### src/rtl/de_morgan_sweeper_if.sv
// Signal bundle between the De Morgan sweeper and the environment that hosts the DUT under test.
// start is a single-cycle request pulse with no ready/ack: it is honoured only while the sweeper is idle or done, otherwise dropped.
interface de_morgan_sweeper_if #(
    parameter int N = 2
);
    logic         start;
    logic [N-1:0] pattern;
    logic         dut_lhs;
    logic         dut_rhs;
    logic         busy;
    logic         done;
    logic         pass;
    logic [N:0]   err_count;
    logic         err_valid;
    logic [N-1:0] first_err_pattern;

    modport master (
        input  start,
        input  dut_lhs,
        input  dut_rhs,
        output pattern,
        output busy,
        output done,
        output pass,
        output err_count,
        output err_valid,
        output first_err_pattern
    );

    modport slave (
        output start,
        output dut_lhs,
        output dut_rhs,
        input  pattern,
        input  busy,
        input  done,
        input  pass,
        input  err_count,
        input  err_valid,
        input  first_err_pattern
    );
endinterface

### src/rtl/de_morgan_sweeper.sv
// Exhaustively sweeps an N-bit pattern into a DUT and checks ~(&p) == |(~p) on both outputs.
// Each pattern is held SETTLE cycles, then checked for one cycle; mismatches are counted and the first is captured.
module de_morgan_sweeper #(
    parameter int N      = 2,
    parameter int SETTLE = 1,
    parameter int GRAY   = 0
) (
    input  logic                clk,
    input  logic                rst_n,
    de_morgan_sweeper_if.master bus,
    output logic [1:0]          state_o
);

    typedef enum logic [1:0] {
        S_IDLE  = 2'd0,
        S_APPLY = 2'd1,
        S_CHECK = 2'd2,
        S_DONE  = 2'd3
    } state_t;

    localparam logic [N-1:0] IDX_LAST    = '1;
    localparam logic [N-1:0] IDX_ONE     = N'(1);
    localparam logic [N:0]   CNT_ONE     = (N+1)'(1);
    localparam logic [3:0]   SETTLE_LAST = 4'(SETTLE - 1);

    function automatic logic [N-1:0] map_pattern(input logic [N-1:0] idx);
        if (GRAY != 0) begin
            return idx ^ (idx >> 1);
        end
        return idx;
    endfunction

    state_t       state_q, state_d;
    logic [N-1:0] idx_q, idx_d;
    logic [N-1:0] pattern_q, pattern_d;
    logic [N-1:0] first_err_q, first_err_d;
    logic [3:0]   settle_q, settle_d;
    logic [N:0]   err_count_q, err_count_d;
    logic         err_valid_q, err_valid_d;

    logic sweep_start;
    logic settle_last;
    logic idx_last;
    logic exp_out;
    logic mismatch;

    assign sweep_start = bus.start && ((state_q == S_IDLE) || (state_q == S_DONE));
    assign settle_last = (settle_q == SETTLE_LAST);
    assign idx_last    = (idx_q == IDX_LAST);
    assign exp_out     = ~(&pattern_q);
    // Both outputs wrong on the same pattern still counts as a single mismatch.
    assign mismatch    = (bus.dut_lhs != exp_out) || (bus.dut_rhs != exp_out);

    always_ff @(posedge clk or negedge rst_n) begin
        if (!rst_n) begin
            state_q <= S_IDLE;
        end else begin
            state_q <= state_d;
        end
    end

    always_comb begin
        state_d = state_q;
        case (state_q)
            S_IDLE:  if (bus.start) state_d = S_APPLY;
            S_APPLY: if (settle_last) state_d = S_CHECK;
            S_CHECK: state_d = idx_last ? S_DONE : S_APPLY;
            S_DONE:  if (bus.start) state_d = S_APPLY;
            default: state_d = S_IDLE;
        endcase
    end

    always_comb begin
        idx_d       = idx_q;
        pattern_d   = pattern_q;
        settle_d    = settle_q;
        err_count_d = err_count_q;
        err_valid_d = err_valid_q;
        first_err_d = first_err_q;
        if (sweep_start) begin
            idx_d       = '0;
            pattern_d   = map_pattern('0);
            settle_d    = '0;
            err_count_d = '0;
            err_valid_d = 1'b0;
            first_err_d = '0;
        end else if (state_q == S_APPLY) begin
            settle_d = settle_last ? 4'd0 : settle_q + 4'd1;
        end else if (state_q == S_CHECK) begin
            if (mismatch) begin
                err_count_d = err_count_q + CNT_ONE;
                if (!err_valid_q) begin
                    err_valid_d = 1'b1;
                    first_err_d = pattern_q;
                end
            end
            // On the last index the pattern is left alone so it holds through DONE.
            if (!idx_last) begin
                idx_d     = idx_q + IDX_ONE;
                pattern_d = map_pattern(idx_q + IDX_ONE);
            end
        end
    end

    always_ff @(posedge clk or negedge rst_n) begin
        if (!rst_n) begin
            idx_q       <= '0;
            pattern_q   <= '0;
            settle_q    <= '0;
            err_count_q <= '0;
            err_valid_q <= 1'b0;
            first_err_q <= '0;
        end else begin
            idx_q       <= idx_d;
            pattern_q   <= pattern_d;
            settle_q    <= settle_d;
            err_count_q <= err_count_d;
            err_valid_q <= err_valid_d;
            first_err_q <= first_err_d;
        end
    end

    always_comb begin
        bus.busy = 1'b0;
        bus.done = 1'b0;
        bus.pass = 1'b0;
        case (state_q)
            S_APPLY, S_CHECK: bus.busy = 1'b1;
            S_DONE: begin
                bus.done = 1'b1;
                bus.pass = (err_count_q == '0);
            end
            default: ;
        endcase
    end

    assign bus.pattern           = pattern_q;
    assign bus.err_count         = err_count_q;
    assign bus.err_valid         = err_valid_q;
    assign bus.first_err_pattern = first_err_q;
    assign state_o               = state_q;

endmodule

### src/flat_wrapper.sv
// flat-port wrapper written by rule: the top's interface ports become plain ports
module de_morgan_sweeper_flat 
#(
    parameter int N      = 2,
    parameter int SETTLE = 1,
    parameter int GRAY   = 0
)
  (clk, rst_n, state_o, bus_start, bus_dut_lhs, bus_dut_rhs, bus_pattern, bus_busy, bus_done, bus_pass, bus_err_count, bus_err_valid, bus_first_err_pattern);
  de_morgan_sweeper_if #(.N(N)) bus_i ();
  input  logic clk;
  input  logic rst_n;
  output logic [1:0] state_o;
  input wire logic [$bits(bus_i.start)-1:0] bus_start;
  input wire logic [$bits(bus_i.dut_lhs)-1:0] bus_dut_lhs;
  input wire logic [$bits(bus_i.dut_rhs)-1:0] bus_dut_rhs;
  output wire logic [$bits(bus_i.pattern)-1:0] bus_pattern;
  output wire logic [$bits(bus_i.busy)-1:0] bus_busy;
  output wire logic [$bits(bus_i.done)-1:0] bus_done;
  output wire logic [$bits(bus_i.pass)-1:0] bus_pass;
  output wire logic [$bits(bus_i.err_count)-1:0] bus_err_count;
  output wire logic [$bits(bus_i.err_valid)-1:0] bus_err_valid;
  output wire logic [$bits(bus_i.first_err_pattern)-1:0] bus_first_err_pattern;
  assign bus_i.start = bus_start;
  assign bus_i.dut_lhs = bus_dut_lhs;
  assign bus_i.dut_rhs = bus_dut_rhs;
  assign bus_pattern = bus_i.pattern;
  assign bus_busy = bus_i.busy;
  assign bus_done = bus_i.done;
  assign bus_pass = bus_i.pass;
  assign bus_err_count = bus_i.err_count;
  assign bus_err_valid = bus_i.err_valid;
  assign bus_first_err_pattern = bus_i.first_err_pattern;
  de_morgan_sweeper #(.N(N), .SETTLE(SETTLE), .GRAY(GRAY)) u_core (.clk(clk), .rst_n(rst_n), .bus(bus_i), .state_o(state_o));
endmodule
### config.mk
export PLATFORM = sky130hd
export DESIGN_NAME = de_morgan_sweeper_flat
export DESIGN_NICKNAME = d
export VERILOG_FILES = /design/src/rtl/de_morgan_sweeper_if.sv /design/src/rtl/de_morgan_sweeper.sv /design/src/flat_wrapper.sv
export SDC_FILE = /design/constraint.sdc
export NUM_CORES = 1
export LEC_CHECK = 0
export CAP_MARGIN = 20
export CORE_ASPECT_RATIO = 0.75
export CORE_UTILIZATION = 44
export DETAILED_ROUTE_END_ITERATION = 12
export PLACE_DENSITY_LB_ADDON = 0.08
export SETUP_SLACK_MARGIN = 0.02
export SYNTH_ARGS = -nofsm -noshare
export SYNTH_HDL_FRONTEND = slang
export SYNTH_SLANG_ARGS = --single-unit
### constraint.sdc
create_clock -name clk -period 1.62 [get_ports clk]
set_clock_uncertainty 0.2 [all_clocks]
set_input_delay 0.486 -clock clk [delete_from_list [all_inputs] [get_ports clk]]
set_output_delay 0.486 -clock clk [all_outputs]
set_load 0.01 [all_outputs]
==> results by group <==
Status
  – Status: finished, violations left
  – Failing checks: negative setup slack

Clock tree
  – Root buffer cell: clkbuf_4
  – Clock tree buffer depth: 2
  – CTS tree: built
  – Worst skew pair latency: approximately 300 ps
  – CTS Sinks: 14
  – # hold bufs at CTS: 0
  – CTS Buf Count: 3
  – Reg clk slew, reported paths: roughly 100 ps
  – H-tree depth: 1

Global route
  – Vias in the first global route: between 800 and 900
  – Pin count of the biggest net entering global routing: 15
  – GR Overflow Total: 0
  – Initial antenna violation count: 0
  – First-pass GRT wire length: approximately 4100 microns
  – GRT Total Usage: about 31%

Setup path
  – Worst Setup Path Type: register to primary output
  – Crit-path leading delay family: flip-flops
  – Slowest CP cell: dfrtp_2
  – CP Max Fanout: 3
  – CP Capture Type: primary output
  – Number of buffers and inverters on the critical path: 1
  – Startpoint Class: register
  – Arrival @ worst endpoint: 1240 ps
  – Worst path required time: a little over 900 ps
  – CP Cell Sequence: ha_4 > and3b_1 > buf_2
  – CP max stage delay: ~470 ps

Layout
  – Number of nets in the layout: approximately 150
  – Final instance area: roughly 1500 sq um
  – Fin util: just under 90%
  – Share of cells above drive strength 1: 61.9%
  – Fill cell count: between 80 and 90
  – Area growth syn-to-layout: 83.2%
  – Diode count: 0

Logic synthesis
  – Syn Nets: 97
  – Top post-synthesis cells by count: 14 x dfrtp_1, 11 x inv_1, 9 x ha_1
  – Avg Inst Size Synth: just under 10 sq um
  – Most common cell in the netlist: dfrtp_1
  – Netlist cell types: 28
  – Mapped cell area: between 800 and 900 sq um
  – Synth area leaders: dfrtp_1 42%, ha_1 14%, inv_1 5.0%
  – Post-synth ARST share: 100%
  – Synth warn: 0
  – Share of the synthesized area in the top cell type: 42.4%
  – Post-synth EDFFs: 0
  – Synth Instances: 83
  – Post-synthesis sequential element count: 14
  – Post-synthesis sequential area ratio: roughly 42%
  – Top_reg_cell synth: dfrtp_1
  – Area leader, netlist: dfrtp_1

Floorplanning
  – Cell Rows: 13
  – Full die area: around 2000 sq um
  – Die Y: 39.5 microns
  – IO Count: 18
  – Initial cell density of the core: a little under half
  – Core area: approximately 1700 sq um
  – Chip Width: between 50 and 60 microns

Timing
  – Max Fclk: 520 MHz
  – Worst slew margin: around 66%
  – Setup ws final: -305 ps
  – Final clock period utilization by the worst path: 119%
  – Final Setup Violations: 23
  – Slew @ Worst Pin: roughly 500 ps
  – Hold Vio Cnt, Final: 0
  – RSZ-0062 raised after global routing: true
  – Final Max Slew Viols: 0
  – Tmin final: roughly 1900 ps

Routing
  – 1st-iter DRT viols: 9
  – Post-DRT Antenna Nets: 0
  – DR vias/cell: about 5.2
  – Via count: roughly 840
  – WL final: between 2000 and 3000 microns
  – Avg WL per Cell: about 17 microns
  – Drt pass-1 iters: 4
  – DRC Markers: 0

Power and ir drop
  – Static Leak: 0.745 nW
  – PwrDens: between 2000 and 2500 nW/um^2
  – Maximum vdd drop: around 1800 uV

Placement
  – IO Port Bufs: 17
  – HPWL Detailed: approximately 1600 microns
  – Routability cong.: about 0.73
  – Dpl cell area: ~1200 sq um

Run
  – Number of max-cap violations: 0

Worst hold path
  – Min-Delay Path Class: input pin to asynchronous set/reset pin
where the power goes:
part | switching [mW] | leakage [nW] | internal, mW | total (mW)
logic | 1.02 | 0.542 | 1.34 | 2.35
clock network | 0.142 | 0.0210 | 0.137 | 0.280
registers | 0.112 | 0.181 | 0.478 | 0.591
total | 1.27 | 0.745 | 1.95 | 3.22
routing by layer:
layer / track usage [%] / vias to the layer above / wire length [microns]
met3: 7.75 / 5 / 120
met5: 0 / - / 0
met1: 35.5 / 415 / 1180
li1: - / 398 / -
met4: 13.5 / 0 / 39
met2: 54.8 / 19 / 1340
sequential cells by signal, summed over array words and instances, names as in the netlist:
register and cells:
u_core.idx_q 2, u_core.state_o 2, u_core.bus.first_err_pattern 2, u_core.bus.err_valid 1
u_core.bus.err_count 3, u_core.settle_q 4
worst register-to-register path, stage by stage (launching register included):
cell	delay [ps]
dfrtp_1	410
ha_2	200
or3b_4	230
o211ai_1	200
or4_4	490
nand3_2	70
path summary, 6_finish.rpt:
path | end | from | slack [ps] | cells past startpoint
worst max-delay path | bus_pass | u_core.state_o[1] | -300 | 3
worst min-delay path | u_core.idx_q[1] | rst_n | 280 | 2
worst max register to register | u_core.bus.err_count[2] | u_core.idx_q[0] | -240 | 5
worst min register to register | u_core.bus.first_err_pattern[1] | u_core.bus.first_err_pattern[1] | 300 | 1
max in group asynchronous | u_core.state_o[0] | rst_n | 730 | 2
min in group clk | u_core.bus.first_err_pattern[1] | u_core.bus.first_err_pattern[1] | 300 | 1
layout make-up:
cell class | instances | area, sq um | share of cell area (%)
flip-flops and latches | 14 | 353 | 23.3
repair buffers | 53 | 478 | 31.6
multi-input cells | 57 | 574 | 38.0
inverters | 11 | 43.8 | 2.89
well taps | 22 | 27.5 | 1.82
clock buffers | 4 | 36.3 | 2.40
cell usage in the layout, fill, tap and decap left out, types with 2 or more instances in the layout:
| cell type | Yosys | routed |
|---|---|---|
| inv_1 | 11 | 6 |
| a32o_1 | 2 | 2 |
| ha_4 | 0 | 4 |
| clkbuf_4 | 0 | 3 |
| o211ai_1 | 2 | 2 |
| dfrtp_2 | 0 | 2 |
| clkdlybuf4s50_1 | 0 | 2 |
| or3b_4 | 0 | 2 |
| dfrtp_1 | 14 | 12 |
| buf_2 | 0 | 3 |
| nand2_2 | 0 | 2 |
| nand2b_1 | 4 | 2 |
| nand2_1 | 8 | 5 |
| buf_4 | 0 | 23 |
| ha_1 | 9 | 4 |
| dlygate4sd2_1 | 0 | 2 |
| nor2_1 | 5 | 3 |
| a21oi_2 | 0 | 5 |
| mux2i_1 | 4 | 4 |
| buf_6 | 0 | 22 |
| inv_2 | 0 | 4 |
metrics by stage:
stage	hold WS [ps]	cells	power [mW]	setup WS (ps)	setup TNS, ps
after floorplan	-9.59	83	1.33	-95.9	-550
after global placement	279	145	2.18	-448	-5110
after detailed placement	291	145	2.23	-532	-5660
after CTS	290	162	3.05	-285	-3070
after global routing	309	161	3.42	-344	-4270
final	284	161	3.22	-305	-3010
logic make-up (layout without fill, tap and decap cells):
group	after synthesis	after routing	synth area share (%)
compound gates	18	18	16.5
flops	14	14	42.4
xor+xnor	1	1	1.06
buf+inv	12	68	5.45
fa+ha+maj	9	9	13.6
simple gates	25	25	16.1
mux	4	4	4.85
what timing repair did:
action / CTS / global route
setup endpoints to repair: 26 / 27
gates cloned: 0 / 0
resized for setup: 96 / 17
pin swaps: 14 / 6
buffers inserted: 15 / 5
Note: power is estimated with default switching activity, not from simulation.
==> patch: new RTL, same settings <==
Put one more register stage on the output `state_o`, without a reset. The value now appears one clock later. The other outputs are not delayed to match.
--- a/src/rtl/de_morgan_sweeper.sv
+++ b/src/rtl/de_morgan_sweeper.sv
@@ -138,7 +138,9 @@
     assign bus.err_count         = err_count_q;
     assign bus.err_valid         = err_valid_q;
     assign bus.first_err_pattern = first_err_q;
-    assign state_o               = state_q;
+    always_ff @(posedge clk) begin
+        state_o <= state_q;
+    end
 
 endmodule
 
Formal check against the unedited RTL: not equivalent (Yosys sat finds a counterexample within 4 cycles, from zero or initial values and one cycle with rst_n low).
==> patch against the original RTL <==
Synthesized area up 13%. The run still ends with negative setup slack left. Sequential cell count up 2. Die area up 12%. Design area grew 11%. Synthesized cell count increased by 14%. Highest routed layer unchanged. Register-to-register slack got worse by 0.05 ns. Worst setup slack got worse by 0.033 ns. First-iteration DRC count rose by 100%. Total power rose by 14%. Worst hold slack improved by 0.0046 ns. Largest cell class unchanged. Wire length grew 16%.
==> patch: results (changes against the original RTL) <==
status: finished with violations (unchanged)
failing checks: negative setup slack (unchanged)
slowest CP cell: dfrtp_1 (was dfrtp_2)
gr usage total: 0.282 (was 0.309)
Routed WL: 3090 um (was 2670 um)
Pleak: 0.799 nW (was 0.745 nW)
final setup violation count: 19 (was 23)
Final WS setup: -0.337 ns (was -0.305 ns)
maximum VDD drop: 0.00167 V (was 0.00177 V)
setup slack at placement: -0.520 ns (was -0.532 ns)
Compound-Gate Fraction of Synth Area: 0.180 (was 0.165)
flop-to-flop setup slack: -0.29 ns (was -0.24 ns)
met1 GRT Util: 0.360 (was 0.355)
met2 WL post-DR: 1580 um (was 1340 um)
routability cong.: 0.803 (was 0.731)
Crit Reg-Reg Startpoint: u_core.state_q[0] (was u_core.idx_q[0])
starting DRC count in detailed routing: 18 (was 9)
CP endpoint: bus_busy (was bus_pass)
Worst Path Arrival: 1.27 ns (was 1.24 ns)
first-pass GRT wire length: 4570 um (was 4110 um)
met3 GRT Util: 0.0916 (was 0.0775)
Synth top cells by count: 14 x dfrtp_1, 11 x inv_1, 9 x ha_1 (unchanged)
ranking of synthesized cells by area: dfrtp_1 38%, ha_1 12%, inv_1 4.4%, dfxtp_1 4.3%, a21oi_1 3.2% (was dfrtp_1 42%, ha_1 14%, inv_1 5.0%, mux2i_1 4.8%, nand2_1 3.6%)
worst reg2reg path depth: 8 (was 5)
Met3 Routed Length: 127 um (was 120 um)
grt met2 use: 0.441 (was 0.548)
Synth async-reset ratio: 0.875 (was 1.00)
maximum fanout along the worst path: 2 (was 3)
TNS Setup: -3.13 ns (was -3.01 ns)
R2R Path End: u_core.bus.first_err_pattern[1] (was u_core.bus.err_count[2])
Synth Area in XOR/XNOR: 0.00942 (was 0.0106)
[patch: report_power, final]
part / total [mW] / switching, mW / internal, mW / leakage [nW]
clock network: 0.276 / 0.139 / 0.137 / 0.0210
registers: 0.632 / 0.0862 / 0.546 / 0.198
logic: 2.78 / 1.20 / 1.58 / 0.580
total: 3.69 / 1.43 / 2.26 / 0.799
[patch: cell type report]
cell class / instances / area, um^2 / share of cell area
tap: 24 / 30.0 / 0.0179
sequential: 16 / 390 / 0.233
inverter: 11 / 48.8 / 0.0291
clock buffer: 4 / 36.3 / 0.0216
timing repair buffer: 64 / 562 / 0.335
multi-input combinational: 63 / 611 / 0.364
[patch: through the flow]
stage,area (um^2),instances
detailed placement,1310,156
floorplan,950,95
global route,1680,182
CTS,1610,178
finish,1680,182
global placement,1310,156
[patch: what timing repair did]
action / CTS / global route
setup endpoints to repair: 26 / 25
pin swaps: 20 / 11
gates resized for setup: 96 / 17
setup buffers: 20 / 8
hold buffers: 0 / 0
gates cloned: 0 / 0
